$ cat src/rtl/execute_mc.sv
// execute_mc: LEGv8 execute stage with single-cycle ALU/branch paths, iterative MUL and an NZCV register.
// Latency: ALU/branch 0 cycles; MUL k+2 cycles (k = bit length of operand B), result in the DONE cycle.
// Backpressure: stall_E holds upstream while a MUL is issuing or iterating; flush_E kills EX and drops stall.
//
// Ports:
//   clk, reset                 rising-edge clock, synchronous active-high reset
//   valid_E, flush_E           instruction present / kill instruction in EX
//   AluSrc, AluControl         operand-B select, ALU operation
//   mulOp, setFlags            MUL instruction, flag-setting instruction
//   branchtoReg                BR: branch target taken from readData1_E
//   PC_E, signImm_E,
//   readData1_E..readData3_E   stage operands
//   PCBranch_E                 branch target
//   aluResult_E, zero_E        ALU result or MUL product, result-is-zero
//   writeData_E                store data
//   flags_E                    registered {N,Z,C,V}
//   stall_E                    EX holds, upstream must not advance
module execute_mc #(
  parameter int N = 64
) (
  input  logic         clk,
  input  logic         reset,
  input  logic         valid_E,
  input  logic         flush_E,
  input  logic [1:0]   AluSrc,
  input  logic [3:0]   AluControl,
  input  logic         mulOp,
  input  logic         setFlags,
  input  logic         branchtoReg,
  input  logic [N-1:0] PC_E,
  input  logic [N-1:0] signImm_E,
  input  logic [N-1:0] readData1_E,
  input  logic [N-1:0] readData2_E,
  input  logic [N-1:0] readData3_E,
  output logic [N-1:0] PCBranch_E,
  output logic [N-1:0] aluResult_E,
  output logic [N-1:0] writeData_E,
  output logic         zero_E,
  output logic [3:0]   flags_E,
  output logic         stall_E
);

  typedef enum logic [1:0] {
    S_IDLE = 2'd0,
    S_BUSY = 2'd1,
    S_DONE = 2'd2
  } state_t;

  state_t       state_q, state_d;
  logic [N-1:0] mcand_q, mcand_d;
  logic [N-1:0] mplier_q, mplier_d;
  logic [N-1:0] acc_q, acc_d;
  logic [3:0]   flags_q, flags_d;

  // ---------------------------------------------------------------------------
  // Operand B mux and branch target
  // ---------------------------------------------------------------------------
  logic [N-1:0] src_b;

  always_comb begin
    src_b = readData3_E;
    case (AluSrc)
      2'b00:   src_b = readData2_E;
      2'b01:   src_b = signImm_E;
      default: src_b = readData3_E;
    endcase
  end

  assign PCBranch_E  = branchtoReg ? readData1_E : (PC_E + (signImm_E << 2));
  assign writeData_E = readData2_E;

  // ---------------------------------------------------------------------------
  // Single-cycle ALU. ADD and SUB share one N+1-bit adder; SUB feeds ~B with
  // a carry-in of 1 so the carry out is the inverted borrow.
  // ---------------------------------------------------------------------------
  logic         is_sub;
  logic [N-1:0] b_eff;
  logic [N:0]   sum;
  logic [N-1:0] alu_r;
  logic         alu_c;
  logic         alu_v;

  assign is_sub = (AluControl == 4'b0110);
  assign b_eff  = is_sub ? ~src_b : src_b;
  assign sum    = {1'b0, readData1_E} + {1'b0, b_eff} + {{N{1'b0}}, is_sub};

  always_comb begin
    alu_r = '0;
    alu_c = 1'b0;
    alu_v = 1'b0;
    case (AluControl)
      4'b0000: alu_r = readData1_E & src_b;
      4'b0001: alu_r = readData1_E | src_b;
      4'b0010,
      4'b0110: begin
        alu_r = sum[N-1:0];
        alu_c = sum[N];
        // Overflow: both adder inputs share a sign that the result does not.
        alu_v = (readData1_E[N-1] == b_eff[N-1]) && (sum[N-1] != readData1_E[N-1]);
      end
      4'b0111: alu_r = src_b;
      4'b1100: alu_r = ~(readData1_E | src_b);
      default: alu_r = '0;
    endcase
  end

  // ---------------------------------------------------------------------------
  // Multiplier FSM
  // ---------------------------------------------------------------------------
  logic mul_start;
  logic flag_we;

  assign mul_start = valid_E && mulOp && !flush_E;

  // Flush overrides the stall in the same cycle so the bubble can be inserted.
  assign stall_E = ((state_q == S_IDLE) && mul_start) ||
                   ((state_q == S_BUSY) && !flush_E);

  always_comb begin
    state_d  = state_q;
    mcand_d  = mcand_q;
    mplier_d = mplier_q;
    acc_d    = acc_q;
    if (flush_E) begin
      state_d = S_IDLE;
    end else begin
      case (state_q)
        S_IDLE: begin
          if (mul_start) begin
            mcand_d  = readData1_E;
            mplier_d = src_b;
            acc_d    = '0;
            // A zero multiplier needs no iterations: go straight to DONE.
            state_d  = (src_b != '0) ? S_BUSY : S_DONE;
          end
        end
        S_BUSY: begin
          if (mplier_q[0]) begin
            acc_d = acc_q + mcand_q;
          end
          mcand_d  = mcand_q << 1;
          mplier_d = mplier_q >> 1;
          // Early termination once no set multiplier bits remain.
          if (mplier_d == '0) begin
            state_d = S_DONE;
          end
        end
        S_DONE: begin
          state_d = S_IDLE;
        end
        default: begin
          state_d = S_IDLE;
        end
      endcase
    end
  end

  // ---------------------------------------------------------------------------
  // Result path and NZCV register
  // ---------------------------------------------------------------------------
  assign aluResult_E = (state_q == S_DONE) ? acc_q : alu_r;
  assign zero_E      = (aluResult_E == '0);

  // MUL is excluded explicitly: in its DONE cycle stall_E is low while the
  // MUL instruction (possibly with setFlags) is still presented.
  assign flag_we = valid_E && setFlags && !mulOp && !stall_E && !flush_E;

  always_comb begin
    flags_d = flags_q;
    if (flag_we) begin
      flags_d = {alu_r[N-1], (alu_r == '0), alu_c, alu_v};
    end
  end

  assign flags_E = flags_q;

  always_ff @(posedge clk) begin
    if (reset) begin
      state_q  <= S_IDLE;
      mcand_q  <= '0;
      mplier_q <= '0;
      acc_q    <= '0;
      flags_q  <= 4'b0000;
    end else begin
      state_q  <= state_d;
      mcand_q  <= mcand_d;
      mplier_q <= mplier_d;
      acc_q    <= acc_d;
      flags_q  <= flags_d;
    end
  end

endmodule

$ cat config.mk
export PLATFORM = sky130hd
export DESIGN_NAME = execute_mc
export DESIGN_NICKNAME = d
export VERILOG_FILES = /design/src/rtl/execute_mc.sv
export SDC_FILE = /design/constraint.sdc
export NUM_CORES = 1
export LEC_CHECK = 0
export ABC_AREA = 1
export BUFFER_PORTS_ARGS = -buffer_cell sky130_fd_sc_hd__buf_2
export CELL_PAD_IN_SITES_DETAIL_PLACEMENT = 0
export CELL_PAD_IN_SITES_GLOBAL_PLACEMENT = 1
export CORE_MARGIN = 8
export CORE_UTILIZATION = 42
export DETAILED_ROUTE_END_ITERATION = 8
export PLACE_DENSITY_LB_ADDON = 0.1
export SYNTH_ARGS = -nofsm -noshare
export SYNTH_HDL_FRONTEND = slang
export SYNTH_SLANG_ARGS = --single-unit
$ cat constraint.sdc
create_clock -name clk -period 9.5 [get_ports clk]
set_clock_uncertainty 0.2 [all_clocks]
set_input_delay 0.475 -clock clk [delete_from_list [all_inputs] [get_ports clk]]
set_output_delay 0.475 -clock clk [all_outputs]
set_load 0.02 [all_outputs]
==> results.sh, run 1 <==
export IMPL_status="complete, no violations"
export IMPL_area_delta_synth_final_pct=12.1
export IMPL_seq_area_frac_synth_pct=14.0
export IMPL_synthArstFlopShare_pct=0
export IMPL_pwr_share_seq_pct=25.4
export IMPL_maxCapViolCount=0
export IMPL_core_area_mm2=0.0670
export IMPL_die_width_um=276
export IMPL_synth_edf_count=0
export IMPL_p_sw_share_pct=48.4
export IMPL_syn_area_per_cell_um2=5.65
export IMPL_cp_start_kind="input pin"
export IMPL_cts_inserted_buffers=17
export IMPL_antenna_found_initial=13
export IMPL_slew_viol_final=0
export IMPL_ys_ff_latch=198
export IMPL_synth_top_cell_area_share_pct=16.0
export IMPL_portBuffers=530
export IMPL_power_frac_comb_pct=50.7
export IMPL_cts_buffer_depth=2
export IMPL_cts_repair_resized=0
export IMPL_initial_core_util_pct=42.3
export IMPL_route_detailed_drc=0
export IMPL_tightest_slew_ns=1.20
export IMPL_nets=5906
export IMPL_detailedPlacementHpwl_um=121000
export IMPL_ys_warn_count=0
export IMPL_synthFlopType="dfxtp_1"
export IMPL_setup_violations=0
export IMPL_worstPathMaxFanout=62
export IMPL_overflow=0
export IMPL_dp_cells=6222
export IMPL_wl_per_cell_um=23.0
export IMPL_die_area_mm2=0.0762
export IMPL_max_freq_mhz=145
export IMPL_htree_levels=4
export IMPL_crit_path_max_incr_delay_ns=0.64
export IMPL_drt_total_wl_um=144000
export IMPL_synthDistinctLibCells=65
export IMPL_synthesis_nets=5564
export IMPL_reg2reg_setup_slack_ns=5.80
export IMPL_worstRegToRegCells=21
export IMPL_ir_drop_uv=105
export IMPL_slew_limit_headroom_pct=20.2
export IMPL_synth_common_cells="nand2_1, inv_1, a21oi_1"
export IMPL_clkSlewWorstSetupHoldPaths_ns=0.08
export IMPL_path_class="in -> out"
export IMPL_routabilityCongestion=1.05
export IMPL_critical_path_required_ns=8.83
export IMPL_min_period_ns=6.91
export IMPL_dr_pass1_iters=6
export IMPL_path_common_cell="nand2_1"
export IMPL_pwr_share_clk_pct=23.8
export IMPL_drtIter0Drc=3454
export IMPL_vias=35700
export IMPL_synth_area_top_cells="nand2_1, dfxtp_1, a21oi_1"
export IMPL_fp_row_count=95
export IMPL_ios=531
export IMPL_crit_start="AluSrc[1]"
export IMPL_p_int_mw=1.81
export IMPL_final_cells=6261
export IMPL_crit_arrival_ns=6.23
export IMPL_yosysTopAreaCell="nand2_1"
export IMPL_die_h_um=276
export IMPL_cts_tree="built"
export IMPL_grt_max_degree=120
export IMPL_total_power_mw=3.51
export IMPL_synth_cells=5026
export IMPL_cts_sinks=198
export IMPL_fill_cells=7657
export IMPL_drive_gt1_share_pct=13.8
export IMPL_leakagePower_nw=16.7
export IMPL_cp_slowest_cell="nand2_4"
export IMPL_rsz0062_at_grt="false"
export IMPL_powerDensity_mw_per_mm2=110
export IMPL_clk_latency_ns=0.53
export IMPL_viasPerCell=5.70
export IMPL_crit_end="zero_E"
export IMPL_postCtsHoldBufs=0
export IMPL_ant_nets=0
export IMPL_grt_pass1_vias=33945
export IMPL_reg2reg_from="mcand_q[0]$_SDFFE_PP0P_"
export IMPL_cp_end_kind="output pin"
export IMPL_p_switching_mw=1.70
export IMPL_period_share_pct=72.7
export IMPL_hold_class="in -> reg"
export IMPL_grt_pass1_wl_um=211000
export IMPL_cts_root_buf="clkbuf_16"
export IMPL_syn_area_mm2=0.0284
export IMPL_cts_setup_buffers=0
export IMPL_final_hold_violation_count=0
export IMPL_setup_tns_ns=0
export IMPL_grt_use_total_pct=36.6
export IMPL_post_synth_top_count_cell="nand2_1"
export IMPL_r2r_end="acc_q[44]$_SDFFE_PP0P_"
==> cell families (layout without fill, tap and decap cells) <==
| family | Yosys count | after routing | synth area share [%] |
|---|---|---|---|
| flops | 198 | 198 | 14.0 |
| other cells | 0 | 7 | 0 |
| buf+inv | 948 | 1303 | 13.7 |
| xor+xnor | 85 | 85 | 2.62 |
| simple gates | 2233 | 2233 | 33.5 |
| fa+ha+maj | 205 | 205 | 9.11 |
| compound gates | 1357 | 1357 | 27.1 |
==> power groups by stage <==
stage                     clock network [mW]  registers [mW]  logic (mW)
final                                  0.835           0.892        1.78
after global routing                   0.881           0.896        1.94
after CTS                              0.855           0.892        1.74
after detailed placement                   0           0.911        1.74
after global placement                     0           0.911        1.74
after floorplan                            0           0.901        1.12
==> registers in the layout (all words and copies together) (netlist names) <==
name      flops
acc_q        64
flags_E       4
mcand_q      64
mplier_q     64
state_q       2
==> critical path: cells and delay by family <==
kind,cells,cell delay [ns]
adders and majority gates,1,0.38
and+or+nand+nor,18,3.38
buffers and inverters,3,0.93
xor gates and xnor gates,1,0.13
AOI/OAI and AO/OA,2,0.90
==> cells in the final DEF, fill, tap and decap left out, types with 7 or more instances in the layout <==
cell type and n:
or2_2 78, a221oi_1 7, a21o_1 18, nand3_2 7
o21ai_1 48, a211oi_1 21, a21boi_0 12, a21oi_1 554
nand4_1 49, inv_2 16, a31oi_1 139, diode_2 7
nand2_1 1206, o21ai_0 385, o22a_1 26, buf_4 27
nor4_1 44, nor3_1 73, clkbuf_16 17, o21bai_1 19
o21a_1 58, o311a_1 9, buf_2 530, nor2_1 435
o211ai_1 8, nand3_1 278, nand3b_1 28, xor2_1 80
ha_1 202, dfxtp_1 198, o21ai_2 14, inv_1 693
nand2_2 11
==> per-layer routing <==
layer  vias up  part of all wire, %  GRT usage (%)
li1      17401                    -              -
met1     16294                   40           44.6
met2      1623                   45           60.6
met3       372                  7.8           6.11
met4        10                  6.5           21.4
met5         -                0.049              0
==> stage by stage <==
stage	cell area [um2]	setup WS, ns	hold slack, ns	utilization (%)
after floorplan	28400	4.91	0.252	-
after global placement	31200	2.82	0.257	46.5
after detailed placement	31200	2.81	0.262	46.5
after CTS	31800	2.81	0.0533	47.4
after global routing	31800	2.24	0.0615	47.4
final	31800	2.59	0.0834	47.5
==> worst min path at each step <==
| stage | startpoint | endpoint | slack, ns | depth (start not counted) |
|---|---|---|---|---|
| detailed placement | flags_E[0]$_SDFFE_PP0P_ | flags_E[0]$_SDFFE_PP0P_ | 0.26 | 2 |
| finish | readData1_E[0] | mcand_q[0]$_SDFFE_PP0P_ | 0.08 | 3 |
| global placement | flags_E[1]$_SDFFE_PP0P_ | flags_E[1]$_SDFFE_PP0P_ | 0.26 | 2 |
| CTS | readData1_E[0] | mcand_q[0]$_SDFFE_PP0P_ | 0.05 | 3 |
| global route | readData1_E[0] | mcand_q[0]$_SDFFE_PP0P_ | 0.06 | 3 |
| floorplan | mplier_q[0]$_SDFFE_PP0P_ | mplier_q[0]$_SDFFE_PP0P_ | 0.25 | 2 |
==> cell type report <==
type	instances	area (um2)	area share (%)
tap	873	1090	3.43
clock buffer	18	429	1.35
sequential	198	3960	12.5
antenna	7	17.5	0.0551
multi-input combinational	3880	20600	64.6
timing repair buffer	557	2860	8.98
inverter	714	2690	8.46
clock inverter	14	205	0.645
No activity file was read; power rests on OpenSTA's default activity.
==> run 2: changes to the inputs <==
CORE_UTILIZATION = 39   (was 42)
clock period = 7.2 ns   (was 9.5 ns; I/O delays follow)
==> results.sh, run 2 (same netlist as run 1, synthesis figures left out) <==
export IMPL_ios=531
export IMPL_dr_pass1_iters=6
export IMPL_final_cell_mix="nand2_1, inv_1, a21oi_1, buf_2, nor2_1"
export IMPL_crit_arrival_ns=5.81
export IMPL_grt_use_total_pct=34.3
export IMPL_drtIter0Drc=3309
export IMPL_portBuffers=530
export IMPL_worstPathMaxFanout=54
export IMPL_overflow=0
export IMPL_worstRegToRegCells=21
export IMPL_powerDensity_mw_per_mm2=142
export IMPL_status="complete, no violations"
export IMPL_setup_tns_ns=0
export IMPL_min_period_ns=6.37
export IMPL_maxCapViolCount=0
export IMPL_max_freq_mhz=157
export IMPL_rsz0062_at_grt="false"
export IMPL_route_detailed_drc=0
export IMPL_final_cells=6366
export IMPL_reg_largest_list="acc_q: 64 flops, mcand_q: 64 flops, mplier_q: 64 flops"
export IMPL_die_width_um=286
export IMPL_nets=5923
export IMPL_leakagePower_nw=16.7
export IMPL_area_delta_synth_final_pct=12.9
export IMPL_cts_inserted_buffers=17
export IMPL_htree_levels=4
export IMPL_hold_depth=3
export IMPL_viasPerCell=5.56
export IMPL_tightest_slew_ns=1.21
export IMPL_critical_path_required_ns=6.64
export IMPL_dp_cells=6312
export IMPL_slew_limit_headroom_pct=19.3
export IMPL_ant_nets=0
export IMPL_seqCellArea_mm2=0.00396
export IMPL_hold_class="in -> reg"
export IMPL_cts_tree="built"
export IMPL_setup_violations=0
export IMPL_final_hold_violation_count=0
export IMPL_wl_per_cell_um=22.9
export IMPL_core_area_mm2=0.0725
export IMPL_fill_cells=8339
export IMPL_clk_latency_ns=0.52
export IMPL_cts_setup_buffers=0
export IMPL_multi_input_area_mm2=0.0206
export IMPL_drive_gt1_share_pct=13.8
export IMPL_whs_ns=0.0219
export IMPL_ir_drop_uv=174
export IMPL_final_core_util_pct=44.2
export IMPL_cts_root_buf="clkbuf_16"
export IMPL_die_area_mm2=0.0817
export IMPL_cp_end_kind="output pin"
export IMPL_clkSlewWorstSetupHoldPaths_ns=0.09
export IMPL_routabilityCongestion=1.01
export IMPL_detailedPlacementHpwl_um=123000
export IMPL_slew_viol_final=0
export IMPL_initial_core_util_pct=39.2
export IMPL_grt_pass1_wl_um=215000
export IMPL_period_share_pct=88.5
export IMPL_cp_start_kind="input pin"
export IMPL_drt_total_wl_um=146000
export IMPL_path_class="in -> out"
export IMPL_grt_pass1_vias=33965
export IMPL_final_common_cell="nand2_1"
export IMPL_cts_sinks=198
export IMPL_antenna_found_initial=11
export IMPL_vias=35407
export IMPL_fp_row_count=99
export IMPL_die_h_um=286
export IMPL_cts_buffer_depth=2
export IMPL_grt_max_degree=120
run 2: cell types whose count changed in the layout (fill, tap and decap cells not counted), sizes merged:
cell         change
inv              -2
diode            +3
buf              +4
clkinv           +2
clkinvlp         +2
dlygate4sd3     +13
clkbuf           -1
bufinv           -2
run 2: power by group:
part | leakage (nW) | internal [mW] | total (mW) | switching (mW)
registers | 1.61 | 1.14 | 1.18 | 0.0389
logic | 14.8 | 0.716 | 2.35 | 1.64
clock network | 0.277 | 0.462 | 1.03 | 0.570
total | 16.7 | 2.32 | 4.56 | 2.25
run 2: final timing paths:
kind	slack (ns)	from	end
setup / recovery	0.83	AluSrc[1]	zero_E
hold reg to reg	0.28	acc_q[28]$_SDFFE_PP0P_	acc_q[28]$_SDFFE_PP0P_
setup reg to reg	3.45	mcand_q[0]$_SDFFE_PP0P_	acc_q[44]$_SDFFE_PP0P_
hold / removal	0.02	readData1_E[21]	mcand_q[21]$_SDFFE_PP0P_
run 2: timing repair:
item                                    CTS  global route
endpoints found under the setup margin    0             0
hold endpoints to repair                 13             0
hold buffers                             13             0
resized for setup                         0             0
run 2: routing by layer:
layer | up-vias | track usage, % | routed length [um] | share of wire, %
met1 | 16368 | 42.5 | 61200 | 42
li1 | 17441 | - | - | -
met5 | - | 0 | 51 | 0.035
met2 | 1315 | 58.6 | 68400 | 47
met4 | 8 | 15.6 | 7400 | 5.1
met3 | 275 | 4.65 | 8890 | 6.1
run 2: final cells by class:
class	count	area share, %
Antenna cell	10	0.0781
Clock buffer	17	1.33
Clock inverter	14	0.492
Inverter	714	8.40
Multi-Input combinational cell	3880	64.2
Sequential cell	198	12.4
Tap cell	959	3.75
Timing Repair Buffer	574	9.41
run 2: metrics by stage:
stage	power, mW	setup slack [ns]	instance area (um2)
final	4.56	0.831	32000
after global routing	4.84	0.681	32000
after CTS	4.55	1.18	32000
after detailed placement	3.50	1.22	31300
after global placement	3.51	1.16	31300
after floorplan	2.67	2.84	28400
run 2: critical path, stage by stage:
cell and delay [ns]:
buf_2 0.22, inv_4 0.17, nand2_4 0.60, o22ai_1 0.14, nor2_1 0.33, xor2_1 0.12
ha_1 0.42, nand2_1 0.12, nor2_1 0.22, inv_1 0.10, nor4_1 0.87, nand3_1 0.41
nand2_1 0.16, nand2_1 0.06, nand3_1 0.09, a31oi_1 0.12, nor2_1 0.15, nand3_1 0.10
nor2_1 0.30, nand4_1 0.23, nor2_1 0.27, buf_2 0.22
